--- config.mk ---
export PLATFORM = sky130hd
export DESIGN_NAME = serial_operand_feeder
export DESIGN_NICKNAME = d
export VERILOG_FILES = /design/src/rtl/serial_operand_feeder.sv
export SDC_FILE = /design/constraint.sdc
export NUM_CORES = 1
export LEC_CHECK = 0
export ABC_CLOCK_PERIOD_IN_PS = 1600
export CORE_ASPECT_RATIO = 1.1
export CORE_UTILIZATION = 35
export DETAILED_ROUTE_END_ITERATION = 6
export RECOVER_POWER = 100
export SETUP_SLACK_MARGIN = 0.2
export SLEW_MARGIN = 25
export SYNTH_ARGS = -nofsm -noshare
export SYNTH_HDL_FRONTEND = slang
export SYNTH_SLANG_ARGS = --single-unit
--- constraint.sdc ---
create_clock -name MAX10_CLK1_50 -period 1.6 [get_ports MAX10_CLK1_50]
set_input_delay 0.4 -clock MAX10_CLK1_50 [delete_from_list [all_inputs] [get_ports MAX10_CLK1_50]]
set_output_delay 0.4 -clock MAX10_CLK1_50 [all_outputs]
set_load 0.03 [all_outputs]
--- src/rtl/serial_operand_feeder.sv ---
// rtl/serial_operand_feeder.sv - debounced step/clear keys feeding two operands out bit-serially, LSB first
module serial_operand_feeder #(
    parameter int WIDTH           = 5,
    parameter int DEBOUNCE_CYCLES = 500000
) (
    input  logic       MAX10_CLK1_50,
    input  logic       reset,
    input  logic [1:0] KEY,
    input  logic [9:0] SW,
    output logic       a,
    output logic       b,
    output logic       first,
    output logic       bit_valid,
    output logic [2:0] bit_idx,
    output logic       busy,
    output logic       done,
    output logic       clear_pulse
);

    localparam int              CNT_W     = (DEBOUNCE_CYCLES > 1) ? $clog2(DEBOUNCE_CYCLES) : 1;
    localparam logic [CNT_W-1:0] CNT_LAST = CNT_W'(DEBOUNCE_CYCLES - 1);
    localparam logic [2:0]      IDX_LAST  = 3'(WIDTH - 1);
    localparam logic [2:0]      IDX_CARRY = 3'(WIDTH);

    typedef enum logic [1:0] {IDLE, SHIFT, FLUSH, DONE} state_t;

    logic [1:0]            sync1_q, sync2_q;
    logic [1:0]            stable_q, stable_d;
    logic [1:0]            press_q, press_d;
    logic [1:0][CNT_W-1:0] cnt_q, cnt_d;

    state_t                state_q;
    logic [WIDTH-1:0]      op_a_q, op_b_q;
    logic                  a_q, b_q, first_q, bit_valid_q, busy_q, done_q, clear_pulse_q;
    logic [2:0]            bit_idx_q;
    logic [2:0]            idx_next;
    logic                  step_press, clear_press;

    // A key only flips after DEBOUNCE_CYCLES consecutive samples disagree with the stable value
    always_comb begin
        stable_d = stable_q;
        press_d  = '0;
        for (int k = 0; k < 2; k++) begin
            cnt_d[k] = '0;
            if (sync2_q[k] != stable_q[k]) begin
                if (cnt_q[k] == CNT_LAST) begin
                    stable_d[k] = sync2_q[k];
                    press_d[k]  = stable_q[k];
                end else begin
                    cnt_d[k] = cnt_q[k] + 1'b1;
                end
            end
        end
    end

    always_ff @(posedge MAX10_CLK1_50) begin
        if (reset) begin
            sync1_q  <= 2'b11;
            sync2_q  <= 2'b11;
            stable_q <= 2'b11;
            cnt_q    <= '0;
            press_q  <= '0;
        end else begin
            sync1_q  <= KEY;
            sync2_q  <= sync1_q;
            stable_q <= stable_d;
            cnt_q    <= cnt_d;
            press_q  <= press_d;
        end
    end

    assign step_press  = press_q[1];
    assign clear_press = press_q[0];
    assign idx_next    = bit_idx_q + 3'd1;

    always_ff @(posedge MAX10_CLK1_50) begin
        if (reset) begin
            state_q       <= IDLE;
            op_a_q        <= '0;
            op_b_q        <= '0;
            a_q           <= 1'b0;
            b_q           <= 1'b0;
            first_q       <= 1'b0;
            bit_valid_q   <= 1'b0;
            bit_idx_q     <= 3'd0;
            busy_q        <= 1'b0;
            done_q        <= 1'b0;
            clear_pulse_q <= 1'b0;
        end else begin
            bit_valid_q   <= 1'b0;
            clear_pulse_q <= 1'b0;
            if (clear_press) begin
                state_q       <= IDLE;
                clear_pulse_q <= 1'b1;
                a_q           <= 1'b0;
                b_q           <= 1'b0;
                first_q       <= 1'b0;
                bit_idx_q     <= 3'd0;
                busy_q        <= 1'b0;
                done_q        <= 1'b0;
            end else if (step_press) begin
                case (state_q)
                    IDLE: begin
                        op_a_q      <= SW[WIDTH-1:0];
                        op_b_q      <= SW[2*WIDTH-1:WIDTH];
                        a_q         <= SW[0];
                        b_q         <= SW[WIDTH];
                        first_q     <= 1'b1;
                        bit_idx_q   <= 3'd0;
                        bit_valid_q <= 1'b1;
                        busy_q      <= 1'b1;
                        done_q      <= 1'b0;
                        state_q     <= (WIDTH == 1) ? FLUSH : SHIFT;
                    end
                    SHIFT: begin
                        a_q         <= op_a_q[idx_next];
                        b_q         <= op_b_q[idx_next];
                        first_q     <= 1'b0;
                        bit_idx_q   <= idx_next;
                        bit_valid_q <= 1'b1;
                        if (idx_next == IDX_LAST) begin
                            state_q <= FLUSH;
                        end
                    end
                    FLUSH: begin
                        // Extra all-zero bit lets the consumer shift out its final carry
                        a_q         <= 1'b0;
                        b_q         <= 1'b0;
                        first_q     <= 1'b0;
                        bit_idx_q   <= IDX_CARRY;
                        bit_valid_q <= 1'b1;
                        busy_q      <= 1'b0;
                        done_q      <= 1'b1;
                        state_q     <= DONE;
                    end
                    DONE: begin
                    end
                    default: state_q <= IDLE;
                endcase
            end
        end
    end

    assign a           = a_q;
    assign b           = b_q;
    assign first       = first_q;
    assign bit_valid   = bit_valid_q;
    assign bit_idx     = bit_idx_q;
    assign busy        = busy_q;
    assign done        = done_q;
    assign clear_pulse = clear_pulse_q;

endmodule

-- After elaboration in Yosys (flattened, before gate mapping)
Index checks and enable logic that the tools add are counted.
- flip-flop bits (word level): 68
- input port bits: 14
- output and inout port bits: 10
- add/subtract/negate cells: 3
- order comparisons: 1
- eq/ne operators: 8
- muxes and demuxes: 14
- bitwise operators: 6
- reductions and logical operators: 19
- operators with widths (kind ; count):
    19-bit by 1-bit adder with 19-bit output (second input constant) ; 2
    19-bit == test (second input constant) ; 2
    3-bit OR reduction ; 6
    2-bit AND reduction ; 5
    3-bit case mux with 3 select lines ; 1
    1-bit binary-select mux with 3-bit select ; 2
    1-bit NOT ; 6
    1-bit case mux with 2 select lines ; 3
    1-bit case mux with 3 select lines ; 2
    2-bit case mux with 3 select lines ; 1
    3-bit AND reduction ; 2
    3-bit by 4-bit < comparator with 1-bit output (second input constant) ; 1
    1-bit 2-to-1 mux ; 4
    2-bit nonzero test ; 2
    2-bit OR reduction ; 2
    3-bit by 1-bit adder with 3-bit output (second input constant) ; 1
    3-bit == test (second input constant) ; 1
    3-bit nonzero test ; 1
    2-bit by 1-bit == test with 1-bit output (second input constant) ; 1
    2-bit == test (second input constant) ; 1
    2-bit zero test ; 1
    2-bit 2-to-1 mux ; 1
    1-bit inequality test ; 2
    2-bit inequality test (second input constant) ; 1

-- Logic depth before layout (Yosys ltp)
- depth in word-level cells: 4
- mapped depth: 7

-- Least setup slack after synthesis
No wires, ideal clock.
- kind: flip-flop to flip-flop
- start: reg bit_idx_q[0] (netlist: bit_idx[0])
- end: reg a_q (netlist: a)
- library setup time: 0.092 ns
- data arrival time: 1.614 ns
- required time: 1.508 ns
- slack: -0.106 ns
- cell stages (with the launch flop): 7
- buffers on the path: 0
- clock period less this slack: 1.706 ns
- path through: dfxtp_1 > ha_1 > ha_1 > nand2b_1 > o221ai_1 > a21boi_0 > o32ai_1
- longest elaborated chain between the ends: 4
- ends and longest elaborated chain (element ; RTL line ; text):
    from (decl) ; 35 ; logic [2:0] bit_idx_q;
    from (signal assigned) ; 119 ; bit_idx_q <= idx_next;
    3-bit by 1-bit adder with 3-bit output ; 74 ; assign idx_next = bit_idx_q + 3'd1;
    1-bit binary-select mux with 3-bit select ; 116 ; a_q <= op_a_q[idx_next];
    1-bit 2-to-1 mux (implied by the code) ; 116 ;
    1-bit case mux with 3 select lines ; 102 ; case (state_q)
    to (signal assigned) ; 106 ; a_q <= SW[0];
    to (signal assigned) ; 116 ;
    to (decl) ; 34 ; logic a_q, b_q, first_q, bit_valid_q, busy_q, done_q, clear_pulse_q;
Every way passes these cells. The select of a mux whose other input is x is not followed.
A chain may end at the register's enable or synchronous reset.

-- Final worst setup path
- start: reg cnt_q[19] (netlist name)
- end: reg cnt_q[32] (netlist name)
- longest elaborated chain between the ends: 2
- elaborated cells on any way between the ends: 3
- classes of those cells: add/sub: 1; eq/ne: 1; reduce/logical: 1
- ends and longest elaborated chain (element ; RTL line ; text):
    from (decl) ; 30 ; logic [1:0][CNT_W-1:0] cnt_q, cnt_d;
    from (signal assigned) ; 67 ; cnt_q <= cnt_d;
    branches (longest 2 deep; another with 19-bit by 1-bit adder with 19-bit output) ; -- ;
Parallel ways; which one is timed is not known.

==> reports/results.tsv <==
stage	metric	value	unit
layout	multi_input_area	1920	um2
global_route	grt_util_met3	3.71	%
clock_network	clockBufferDepth	2	
global_route	grt_remaining_overflow	0	
synthesis	ys_async_sr_fraction	0	%
clock_network	cts_tree	done	
synthesis	synthesis.area	3060	um2
pwr	ir_drop	0.000265	V
detailed_routing	first_pass_iters	4	
synthesis	synth.net_count	367	
timing	worst_pin_slew	0.376	ns
place	dpl.hpwl	4.37	mm
floorplan	placementRows	35	
layout	synthToLayoutAreaGrowth	42.3	%
timing	clock.fmax	669	MHz
detailed_routing	wl_per_cell	13.4	um
synthesis	ys_warn_count	0	
worst_hold_path	hold_class	flop to flop	
timing	rsz0062_at_grt	true	
pwr	power_per_cell_area	695	nW/um2
layout	instances_no_fill	538	
setup_path	critPathKind	flop to flop	
synthesis	synthSimpleGateAreaFrac	28.3	%
timing	period_needed	1.50	ns
place	place_area	3680	um2
setup_path	critPathMaxFanout	5	
layout	final_common_cell	dfxtp_1	
global_route	grt_pass1_wl	11.4	mm
global_route	grt_busiest_layer	met2	
synthesis	synth-xor-area-share	8.86	%
global_route	grt_usage	15.9	%
setup_path	startpoint	cnt_q[19]	
global_route	use_met2	27.5	%
setup_path	crit_arrival	1.72	ns
job	maxCapViolations	0	
setup_path	reg2reg_depth	6	
synthesis	synthDistinctLibCells	48	
setup_path	start_kind	flop	
detailed_routing	routed_via_density	4.93	
floorplan	start_util	36.2	%
detailed_routing	antenna_left	0	
clock_network	clock_latency	0.34	ns
timing	slew_headroom	75.0	%
outcome	status	finished, final reports clean	
timing	hold_viol	0	
place	dp.cells	498	
global_route	grt_max_degree	12	
global_route	grt_pass1_vias	2524	
layout	design_area	4360	um2
clock_network	cts_root_buf	clkbuf_8	
detailed_routing	drt_iter0_drc	105	
synthesis	post_synth.cell_area_avg	8.90	um2
worst_hold_path	hold_depth	1	
synthesis	postSynthCellCount	344	
place	gp_congestion	0.861	
layout	drive_above_1_share	36.1	%
floorplan	pin_count	24	
detailed_routing	via_count	2653	
layout	final_cell_mix	47 x dfxtp_1, 41 x buf_4, 32 x nand2_1	
synthesis	synth-seq-cells	68	
detailed_routing	totalWireLength	7.20	mm
synthesis	synth-compound-area-share	9.35	%
clock_network	htreeDepth	3	
setup_path	required	1.83	ns
synthesis	synth_mux_area_share	1.72	%
synthesis	ys_seq_area_share	44.4	%
global_route	antenna_found_initial	0	
synthesis	ys.flop_type	dfxtp_1	
place	io_buffer_count	23	
timing	period_share	93.5	%
clock_network	clk_pin_slew	0.07	ns
pwr	power.leakage	0.00147	uW
floorplan	die_width	91.2	um
layout	seq_area	1400	um2
global_route	grt_util_met1	18.5	%
pwr	finalPower	3030	uW
synthesis	synthAdderAreaFrac	3.68	%
setup_path	reg2reg_from	cnt_q[19]	
timing	clock-skew-final	0.00699	ns
timing	drv_slew	0	
setup_path	crit_path_end_kind	flop	
timing	finalSetupViolCount	0	
synthesis	synth_top_family_by_area	simple AND/OR/NAND/NOR gates	
synthesis	synth_edf_count	0	
worst_hold_path	hold_start	sync1_q[0]	
layout	num-nets-final	446	
layout	num_antenna_cells	0	
clock_network	numCtsBuffers	9	
floorplan	die_area	9130	um2
layout	fillCellCount	781	
floorplan	coreArea	8450	um2
clock_network	clock-sinks	68	
floorplan	die_y	100	um
detailed_routing	drc	0	
==> per-stage QoR <==
stage	hold WS (ns)	TNS (ns)	util (%)	worst slack, ns
after floorplan	0.389	0	-	0.120
final	0.409	0	51.6	0.104
after CTS	0.409	0	49.6	0.106
after global placement	0.395	-0.617	43.6	-0.148
after detailed placement	0.398	-1.82	43.6	-0.200
after global routing	0.428	0	51.6	0.0133
==> sequential cells by signal (all words and copies together), names as in the netlist <==
name	cells
a	1
stable_q	2
state_q	2
sync1_q	2
cnt_q	38
busy	1
bit_idx	3
first	1
press_q	2
done	1
sync2_q	2
b	1
op_b_q	5
clear_pulse	1
op_a_q	5
bit_valid	1
==> Yosys cell counts, types with 2 or more instances <==
cell type,instances,area [um2]
and4_1,2,17.5
xnor2_1,23,201
nor2_1,48,180
dfxtp_1,68,1360
mux2_2,2,22.5
o221ai_1,2,17.5
a21oi_1,23,115
clkbuf_1,6,22.5
nand2b_1,2,12.5
nand4_1,14,87.6
or3_1,3,18.8
or2_2,6,37.5
mux2i_1,3,30.0
a211oi_1,3,22.5
nor2b_1,5,31.3
a21boi_0,2,15.0
and3_1,4,25.0
nand3_1,15,75.1
nand2_1,33,124
a31o_2,2,17.5
o211ai_1,2,15.0
xor2_1,8,70.1
nor3_1,7,35.0
o32ai_1,2,17.5
nor3b_1,2,15.0
and4bb_2,2,25.0
inv_1,16,60.1
buf_2,3,15.0
ha_1,9,113
o21ai_0,2,10.0
nor4_1,8,50.1
==> cell families (layout without fill, tap and decap cells) <==
family | Yosys count | count (layout)
simple gates | 161 | 162
flops | 68 | 68
compound gates | 43 | 43
xor+xnor | 31 | 31
buf+inv | 27 | 109
fa+ha+maj | 9 | 9
mux | 5 | 5
==> critical path, stage by stage (launching register included) <==
cell and delay, ns:
dfxtp_1 0.38, buf_6 0.14, nand4_1 0.11, buf_6 0.17, nor4_2 0.30, xnor2_1 0.22
nor2_4 0.06
==> report_power, final <==
| group | internal, uW | switching (uW) |
|---|---|---|
| sequential | 1690 | 3.18 |
| clock | 635 | 597 |
| combinational | 61.3 | 43.4 |
| total | 2390 | 643 |
==> final timing paths <==
path,end,slack [ns]
max,cnt_q[32],0.10
max reg2reg,cnt_q[32],0.10
min reg2reg,sync2_q[0],0.41
min,sync2_q[0],0.41
==> routing by layer <==
metal | vias up | share of wire [%] | wire length [um]
li1 | 1348 | - | -
met1 | 1255 | 45 | 3230
met2 | 42 | 51 | 3650
met3 | 8 | 2.8 | 203
met4 | 0 | 1.6 | 116
met5 | - | 0 | 0
==> cell type report <==
class | count | share of cell area (%)
clock inverters | 2 | 0.230
clock buffers | 13 | 3.65
flip-flops and latches | 68 | 32.1
multi-input cells | 250 | 44.1
repair buffers | 78 | 15.3
well taps | 111 | 3.19
inverters | 16 | 1.38
==> repair_timing <==
action                     CTS  global route
hold buffers                 0             0
cloned                       2             1
resized for setup           75            61
buffers inserted            14             8
pin swaps                   17            20
setup endpoints to repair   63            58
(Power assumes the default switching activity.)
